$ cat src/rtl/arb_pkg.sv
// Shared constants and state encoding for the 8-way round-robin arbiter.
package arb_pkg;
    localparam int N            = 8;
    localparam int IDX_W        = 3;
    localparam int MAX_HOLD_DEF = 16;

    typedef enum logic {
        ST_IDLE  = 1'b0,
        ST_GRANT = 1'b1
    } arb_state_e;
endpackage

$ cat src/rtl/rr_arbiter_8_if.sv
// Request/grant bundle between the requesters and the arbiter.
// Handshake: req[i] is held by requester i until it sees gnt[i]; it keeps the
// resource while req[i] stays high and done is low, and gnt falls one edge after release.
interface rr_arbiter_8_if;
    import arb_pkg::*;

    logic [N-1:0]     req;
    logic             done;
    logic [N-1:0]     gnt;
    logic [IDX_W-1:0] gnt_idx;
    logic             gnt_valid;

    modport master (output req, done, input gnt, gnt_idx, gnt_valid);
    modport slave  (input req, done, output gnt, gnt_idx, gnt_valid);
endinterface

$ cat src/rtl/rr_pick.sv
// Combinational rotating-priority pick: first set bit of req at or above ptr, with wrap.
module rr_pick
    import arb_pkg::*;
(
    input  logic [N-1:0]     req,
    input  logic [IDX_W-1:0] ptr,
    output logic [IDX_W-1:0] idx,
    output logic             any
);
    logic [N-1:0]     rot;
    logic [IDX_W-1:0] off;

    always_comb begin
        // Rotate right so bit ptr lands at position 0, then take the lowest set bit.
        rot = N'({req, req} >> ptr);
        off = '0;
        for (int i = N - 1; i >= 0; i--) begin
            if (rot[i]) off = IDX_W'(i);
        end
        idx = off + ptr;
        any = |req;
    end
endmodule

$ cat src/rtl/rr_arbiter_8.sv
// Round-robin arbiter for 8 requesters: registered one-hot grant, held until
// done, request drop, or hold-limit expiry while others wait.
module rr_arbiter_8
    import arb_pkg::*;
#(
    parameter int MAX_HOLD = MAX_HOLD_DEF
)
(
    input  logic           clk,
    input  logic           rst,
    rr_arbiter_8_if.slave  bus,
    output arb_state_e     dbg_state
);
    localparam int              HOLD_W   = (MAX_HOLD == 0) ? 1 : $clog2(MAX_HOLD + 1);
    localparam logic [HOLD_W-1:0] HOLD_MAX = HOLD_W'(MAX_HOLD);

    arb_state_e       state_q, state_d;
    logic [IDX_W-1:0] ptr_q, ptr_d;
    logic [IDX_W-1:0] owner_q, owner_d;
    logic [HOLD_W-1:0] hold_q, hold_d;
    logic [N-1:0]     gnt_q, gnt_d;
    logic [IDX_W-1:0] idx_q, idx_d;
    logic             valid_q, valid_d;

    logic [IDX_W-1:0] pick_idx;
    logic             pick_any;
    logic             limit_hit;
    logic             rel;

    rr_pick u_pick (
        .req (bus.req),
        .ptr (ptr_q),
        .idx (pick_idx),
        .any (pick_any)
    );

    always_comb begin
        state_d   = state_q;
        ptr_d     = ptr_q;
        owner_d   = owner_q;
        hold_d    = hold_q;
        gnt_d     = gnt_q;
        idx_d     = idx_q;
        valid_d   = valid_q;
        // Hold limit only bites when someone other than the owner is waiting.
        limit_hit = (MAX_HOLD != 0) && (hold_q == HOLD_MAX) && ((bus.req & ~gnt_q) != '0);
        rel       = bus.done || !bus.req[owner_q] || limit_hit;

        unique case (state_q)
            ST_IDLE: begin
                if (pick_any) begin
                    state_d = ST_GRANT;
                    owner_d = pick_idx;
                    ptr_d   = pick_idx + IDX_W'(1);
                    hold_d  = HOLD_W'(1);
                    gnt_d   = N'(1) << pick_idx;
                    idx_d   = pick_idx;
                    valid_d = 1'b1;
                end
            end
            ST_GRANT: begin
                if (rel) begin
                    state_d = ST_IDLE;
                    hold_d  = '0;
                    gnt_d   = '0;
                    idx_d   = '0;
                    valid_d = 1'b0;
                end else if ((MAX_HOLD != 0) && (hold_q != HOLD_MAX)) begin
                    hold_d = hold_q + HOLD_W'(1);
                end
            end
            default: state_d = ST_IDLE;
        endcase
    end

    always_ff @(posedge clk) begin
        if (rst) begin
            state_q <= ST_IDLE;
            ptr_q   <= '0;
            owner_q <= '0;
            hold_q  <= '0;
            gnt_q   <= '0;
            idx_q   <= '0;
            valid_q <= 1'b0;
        end else begin
            state_q <= state_d;
            ptr_q   <= ptr_d;
            owner_q <= owner_d;
            hold_q  <= hold_d;
            gnt_q   <= gnt_d;
            idx_q   <= idx_d;
            valid_q <= valid_d;
        end
    end

    assign bus.gnt       = gnt_q;
    assign bus.gnt_idx   = idx_q;
    assign bus.gnt_valid = valid_q;
    assign dbg_state     = state_q;
endmodule

$ cat src/flat_wrapper.sv
// flat-port wrapper written by rule: the top's interface ports become plain ports
module rr_arbiter_8_flat import arb_pkg::*;
#(
    parameter int MAX_HOLD = MAX_HOLD_DEF
)
  (clk, rst, dbg_state, bus_req, bus_done, bus_gnt, bus_gnt_idx, bus_gnt_valid);
  rr_arbiter_8_if bus_i ();
  input  logic clk;
  input  logic rst;
  output arb_state_e dbg_state;
  input wire logic [$bits(bus_i.req)-1:0] bus_req;
  input wire logic [$bits(bus_i.done)-1:0] bus_done;
  output wire logic [$bits(bus_i.gnt)-1:0] bus_gnt;
  output wire logic [$bits(bus_i.gnt_idx)-1:0] bus_gnt_idx;
  output wire logic [$bits(bus_i.gnt_valid)-1:0] bus_gnt_valid;
  assign bus_i.req = bus_req;
  assign bus_i.done = bus_done;
  assign bus_gnt = bus_i.gnt;
  assign bus_gnt_idx = bus_i.gnt_idx;
  assign bus_gnt_valid = bus_i.gnt_valid;
  rr_arbiter_8 #(.MAX_HOLD(MAX_HOLD)) u_core (.clk(clk), .rst(rst), .bus(bus_i), .dbg_state(dbg_state));
endmodule
$ cat config.mk
export PLATFORM = sky130hd
export DESIGN_NAME = rr_arbiter_8_flat
export DESIGN_NICKNAME = d
export VERILOG_FILES = /design/src/rtl/arb_pkg.sv /design/src/rtl/rr_arbiter_8_if.sv /design/src/rtl/rr_pick.sv /design/src/rtl/rr_arbiter_8.sv /design/src/flat_wrapper.sv
export SDC_FILE = /design/constraint.sdc
export NUM_CORES = 1
export LEC_CHECK = 0
export CAP_MARGIN = 40
export CORE_MARGIN = 2
export CORE_UTILIZATION = 25
export CTS_CLUSTER_SIZE = 24
export DETAILED_ROUTE_END_ITERATION = 10
export GPL_TIMING_DRIVEN = 0
export SLEW_MARGIN = 40
export SYNTH_ARGS = -nofsm -noshare
export SYNTH_HDL_FRONTEND = slang
export SYNTH_SLANG_ARGS = --single-unit
$ cat constraint.sdc
create_clock -name clk -period 3.35 [get_ports clk]
set_input_delay 0.5025 -clock clk [delete_from_list [all_inputs] [get_ports clk]]
set_output_delay 0.5025 -clock clk [all_outputs]
set_load 0.005 [all_outputs]
==> qor.txt, run 1 <==
Fillcell total = 796
Detail Placement HPWL = 4520 µm
Tmin final = 3460 ps
Die height = 96.0 µm
H-Tree Depth = 1
Post-Synthesis Cells = 243
Synth Area per Inst = 8.71 µm²
Synthesized area = 2120 µm²
CP max FO = 5
CTS root buffer = clkbuf_8
FMAX = 289 MHz
Layout cells sized above 1 = 0.371
ANT cells = 0
Die area = 9220 µm²
CP arrival = 3610 ps
Largest net degree at the start of global routing = 15
Post-route DRC = 0
Area grow syn2layout = 43.3%
MaxCap Viol Count = 0
Worst-path clk slew = 90 ps
Asr flop ratio synth = 0
I/O pins = 24
Total power = 2130 µW
Post-synth EDFFs = 0
FF+latch area = 485 µm²
DR WL/cell = 16.4 µm
Worst-Skew Late Latency = 270 ps
Synth Flop Type = dfxtp_1
Worst Skew = 6.27 ps
Worst hold path type = reg2reg
Synth top area share = 0.227
CTS tree = done
Placer congestion estimate = 0.887
Synth cell types = 59
Most frequent cells in the layout = 32 x buf_4, 26 x nor2_1, 22 x dfxtp_1
Crit path required time = 3500 ps
Period utilization = 1.03
CTS max path bufs = 2
Vias in the first global route = 2074
RSZ-0062 raised after global routing = true
Hold Violations, Final = 0
Type of origin of the critical path = input pin
Yosys top cell by area = dfxtp_1
Drt first pass iters = 4
Area occupied by multi-input gates = 1590 µm²
Register area share after synthesis = 0.227
Slew margin rel. = 0.536
Post-CTS Hold Buffers = 0
Avg Vias per Cell = 5.30
Worst Tran Pin Value = 687 ps
Initial Utilization = 0.257
Rows = 33
Detailed-route via count = 2158
CTS Buf Count = 3
Number of nets in the layout = 321
Commonest non-fill, non-tap cell in the layout = buf_4
Placed Area = 2570 µm²
DRT iter0 DRCs = 150
CP max-delay cell = mux4_2
Die width = 96.0 µm
Slew Viols, Final = 0
Max VDD drop = 0.503 mV
Clock sinks = 24
Most frequent CP cell = inv_2
First-pass GRT wire length = 10300 µm
Core area = 8220 µm²
Largest cells by area after synthesis = dfxtp_1 23%, mux4_2 8.5%, mux2i_1 4.7%
#FFs+latches synth = 24
Failing checks = negative setup slack
Routed WL = 6680 µm
CP cell instances = buf_2 -> buf_8 -> and2b_1 -> mux4_2 -> a211oi_4 -> o2111ai_1 -> o21ai_1 -> a21o_1 -> ha_2 -> inv_2 -> fa_2 -> inv_2 -> or4_4 -> o2111ai_4 -> inv_2 -> ha_4 -> a21oi_2 -> nor2_1
Status = complete, but fails checks
WS Path Type = in2reg
Final setup fails = 7
Finished Cell Area = 3030 µm²
Count of buffers from port buffering = 22
Syn_nets = 261
Final worst slack = -105 ps
Initial antenna violation count = 0
ANT nets after route = 0
Gr usage total = 0.142
Grt total ovfl = 0
Crit path largest cell delay = 510 ps
Cell Pwr Density = 703 nW/µm²
Crit. End Element = flop
Ys Warns = 0
Leakage = 0.00121 µW
==> per-stage QoR <==
stage,instances,setup TNS [ps],worst slack [ps],utilization,hold slack [ps]
finish,407,-495,-105,0.369,475
floorplan,243,-31.8,-31.8,-,441
global route,407,-1340,-224,0.369,499
global placement,370,-8780,-970,0.312,437
detailed placement,370,-9020,-1000,0.312,457
CTS,394,-50.5,-50.5,0.348,473
==> worst paths after layout <==
path | startpoint | endpoint | slack, ps | cells past startpoint
max | bus_req[2] | u_core.ptr_q[2] | -110 | 18
min | u_core.owner_q[0] | u_core.owner_q[0] | 480 | 2
max reg2reg | u_core.ptr_q[2] | u_core.ptr_q[2] | -60 | 18
min reg2reg | u_core.owner_q[0] | u_core.owner_q[0] | 480 | 2
==> logic make-up after synthesis <==
family / Yosys count / share of synthesized area
fa+ha+maj: 7 / 0.0449
compound gates: 64 / 0.241
xor+xnor: 2 / 0.00828
buf+inv: 38 / 0.0834
flops: 24 / 0.227
simple gates: 84 / 0.210
mux: 24 / 0.186
==> cells in the mapped netlist (2+ instances only) <==
cell type and number:
mux2i_1 10, nor4bb_1 2, ha_1 6, o2111ai_1 2, nand4_1 4, nor3b_1 2, and2_1 4, o31ai_1 2
a32o_1 4, nand2_1 13, nor2b_1 3, o211a_1 2, a21oi_1 10, buf_2 5, a21o_1 2, a211oi_1 6
mux4_1 3, clkbuf_1 8, xnor2_1 2, nor2_1 26, buf_4 4, inv_1 19, o21ai_0 6, nand2b_1 7
a22o_1 8, o22ai_1 4, nor3_1 6, nor4b_1 2, or2_2 6, nor4_1 3, mux4_2 8, dfxtp_1 24
mux2_2 3, o211ai_1 2
==> worst max-delay path, delay by kind of cell <==
kind            cells  cell delay [ps]
compound gates      6              870
buf+inv             5              510
simple gates        3              400
mux                 1              510
fa+ha+maj           3              780
==> layer usage <==
metal	wire length (µm)	up-vias	global-route usage
li1	-	1026	-
met1	2940	1048	0.181
met2	3380	70	0.248
met3	236	14	0.0204
met4	125	0	0.0405
met5	0	-	0
==> state kept, by name, summed over array words and instances (netlist names) <==
register / cells
u_core.bus.gnt: 8
u_core.bus.gnt_idx: 3
u_core.bus.gnt_valid: 1
u_core.dbg_state: 1
u_core.hold_q: 5
u_core.owner_q: 3
u_core.ptr_q: 3
==> what timing repair did <==
| action | CTS | global route |
|---|---|---|
| resized for setup | 49 | 27 |
| pin swaps | 13 | 17 |
| setup buffers | 20 | 16 |
| endpoints found under the setup margin | 13 | 11 |
==> cell type report <==
class,count,share of cell area
Timing Repair Buffer,57,0.158
Multi-Input combinational cell,181,0.525
Sequential cell,24,0.160
Clock inverter,1,0.00991
Tap cell,105,0.0433
Clock buffer,3,0.0136
Inverter,20,0.0305
Buffer,16,0.0603
==> report_power, final <==
part | switching, µW | internal [µW] | leakage, µW
combinational | 686 | 752 | 0.000974
sequential | 75.2 | 365 | 0.000197
clock | 94.7 | 160 | 0.0000357
No activity file was read; power rests on OpenSTA's default activity.
==> run 2: changes to the inputs <==
- GPL_TIMING_DRIVEN: 0 -> 1
==> run 2 against run 1 <==
Global-route usage rose by 0.22 points. Total power fell by 5.3%. The flow now finishes without violations. Utilization fell by 0.65 points. Final cell count rose by 2.0%. Setup slack improved by 200 ps.
==> qor.txt, run 2 (synthesis results as in run 1) <==
Global routing met1 resource utilization = 0.191 (+0.00963)
Count of buffers from port buffering = 23 (+4.5%)
DR WL/cell = 15.1 µm (-8.1%)
Max reg flops = 8 (unchanged)
Max VDD drop = 0.394 mV (-22%)
Comb power frac = 0.656 (-0.018)
Worst-path clk slew = 90 ps (about the same)
Post-route insts no fill = 415 (+2.0%)
Clock sinks = 24 (unchanged)
Die height = 96.0 µm (unchanged)
Detailed-route via count = 2134 (-1.1%)
Int Power = 1230 µW (-3.4%)
Type of origin of the critical path = input pin
Routed WL = 6260 µm (-6.3%)
Routing usage on met3 = 0.0211 (+0.000783)
Initial antenna violation count = 0 (unchanged)
Grt total ovfl = 0 (unchanged)
Slew margin rel. = 0.551 (+0.0152)
Placed Area = 2810 µm² (+9.6%)
CP arrival = 3400 ps (-210 ps)
Clock power frac = 0.127 (+0.008)
Die width = 96.0 µm (unchanged)
Area grow syn2layout = 40.7%
GRT busiest layer = met2
Avg Vias per Cell = 5.14 (-3.0%)
Largest net degree at the start of global routing = 16 (+1)
Worst hold path type = reg2reg
Number of nets in the layout = 329 (+2.5%)
RSZ-0062 raised after global routing = true
Crit path required time = 3500 ps (about the same)
Tmin final = 3260 ps (-199 ps)
Layout cells sized above 1 = 0.365 (-0.00634)
WS Path Type = in2reg
H-Tree Depth = 1 (unchanged)
Worst Tran Pin Value = 665 ps (-22.4 ps)
Leakage = 0.00123 µW (+1.6%)
I/O pins = 24 (unchanged)
CTS Buf Count = 3 (unchanged)
Worst Skew = 1.66 ps (-4.61 ps)
Finished Cell Area = 2980 µm² (-1.8%)
Cell Pwr Density = 678 nW/µm² (-3.6%)
First-pass GRT wire length = 10600 µm (+2.8%)
Initial Utilization = 0.257 (unchanged)
Drt first pass iters = 4 (unchanged)
Hold Violations, Final = 0 (unchanged)
DRT iter0 DRCs = 201 (+34%)
P_sw = 785 µW (-8.2%)
Vias in the first global route = 2178 (+5.0%)
Tightest hold margin = 462 ps (-13.7 ps)
ANT nets after route = 0 (unchanged)
Crit. End Element = flop
Gr usage total = 0.144 (+0.00218)
Status = complete, no violations
Sequential Power Share = 0.217 (+0.011)
Rows = 33 (unchanged)
MaxCap Viol Count = 0 (unchanged)
ANT cells = 0 (unchanged)
CTS max path bufs = 2 (unchanged)
CP max FO = 4 (-1)
Die area = 9220 µm² (unchanged)
Met2 Use GR = 0.247 (-0.000579)
CTS root buffer = clkbuf_8
Slew Viols, Final = 0 (unchanged)
Most frequent cells in the layout = 51 x buf_4, 26 x nor2_1, 22 x dfxtp_1
Commonest non-fill, non-tap cell in the layout = buf_4
FMAX = 307 MHz (+6.1%)
Post-route DRC = 0 (unchanged)
Post-Place Cells = 405 (+9.5%)
Period utilization = 0.972 (-0.0595)
Net Sw Frac = 0.389 (-0.0123)
Final setup fails = 0 (-7)
Detail Placement HPWL = 4800 µm (+6.3%)
Post-CTS Hold Buffers = 0 (unchanged)
Total power = 2020 µW (-5.3%)
Placer congestion estimate = 0.871 (-1.8%)
CTS tree = done
Worst-Skew Late Latency = 270 ps (about the same)
Core area = 8220 µm² (unchanged)
==> run 2: final cells by class <==
class                      instances  area, µm²
fill                             807       5240
multi-input combinational        181       1550
timing repair buffer              81        658
sequential                        24        485
tap                              105        131
inverter                          20       82.6
clock buffer                       3       41.3
clock inverter                     1       30.0
==> run 2: path summary, 6_finish.rpt <==
check,start,to,slack (ps),cells past startpoint
worst min register to register,u_core.bus.gnt_valid,u_core.bus.gnt_valid,460,1
worst max-delay path,bus_req[7],u_core.ptr_q[2],90,16
worst min-delay path,u_core.bus.gnt_valid,u_core.bus.gnt_valid,460,1
worst max register to register,u_core.ptr_q[1],u_core.ptr_q[2],120,15
==> run 2: repair_timing <==
item,in CTS,in global routing
hold endpoints to repair,0,0
resized for setup,32,21
setup buffers,5,1
cloned,0,0
pin swaps,7,8
setup endpoints to repair,12,10
==> run 2: power groups by stage <==
stage          Combinational [µW]  Sequential (µW)  Clock (µW)
2_1_floorplan                 759              416           0
3_3_place_gp                 1220              442           0
3_5_place_dp                 1230              440           0
4_1_cts                      1270              437         262
5_1_grt                      1450              447         275
6_report                     1320              438         256
==> run 2: critical path, cell delays in order <==
cell	delay, ps
clkbuf_2	120
nand2b_4	140
mux4_2	500
a211oi_4	310
o2111ai_1	130
o21ai_1	140
a21o_1	120
ha_2	170
inv_2	40
fa_2	380
o211ai_1	200
o2111ai_4	180
inv_2	100
ha_4	190
a21oi_2	130
nor2_1	40
==> run 2: layer usage <==
metal | share of wire | vias up
li1 | - | 1039
met1 | 0.46 | 1059
met2 | 0.51 | 30
met3 | 0.027 | 6
met4 | 0.0096 | 0
met5 | 0 | -
==> run 2: through the flow <==
stage	util	setup TNS, ps	setup WS [ps]
6_report	0.362	0	94.1
5_1_grt	0.362	-17.8	-17.8
4_1_cts	0.359	0	6.85
3_5_place_dp	0.342	-6470	-654
3_3_place_gp	0.342	-6020	-610
2_1_floorplan	-	-31.8	-31.8
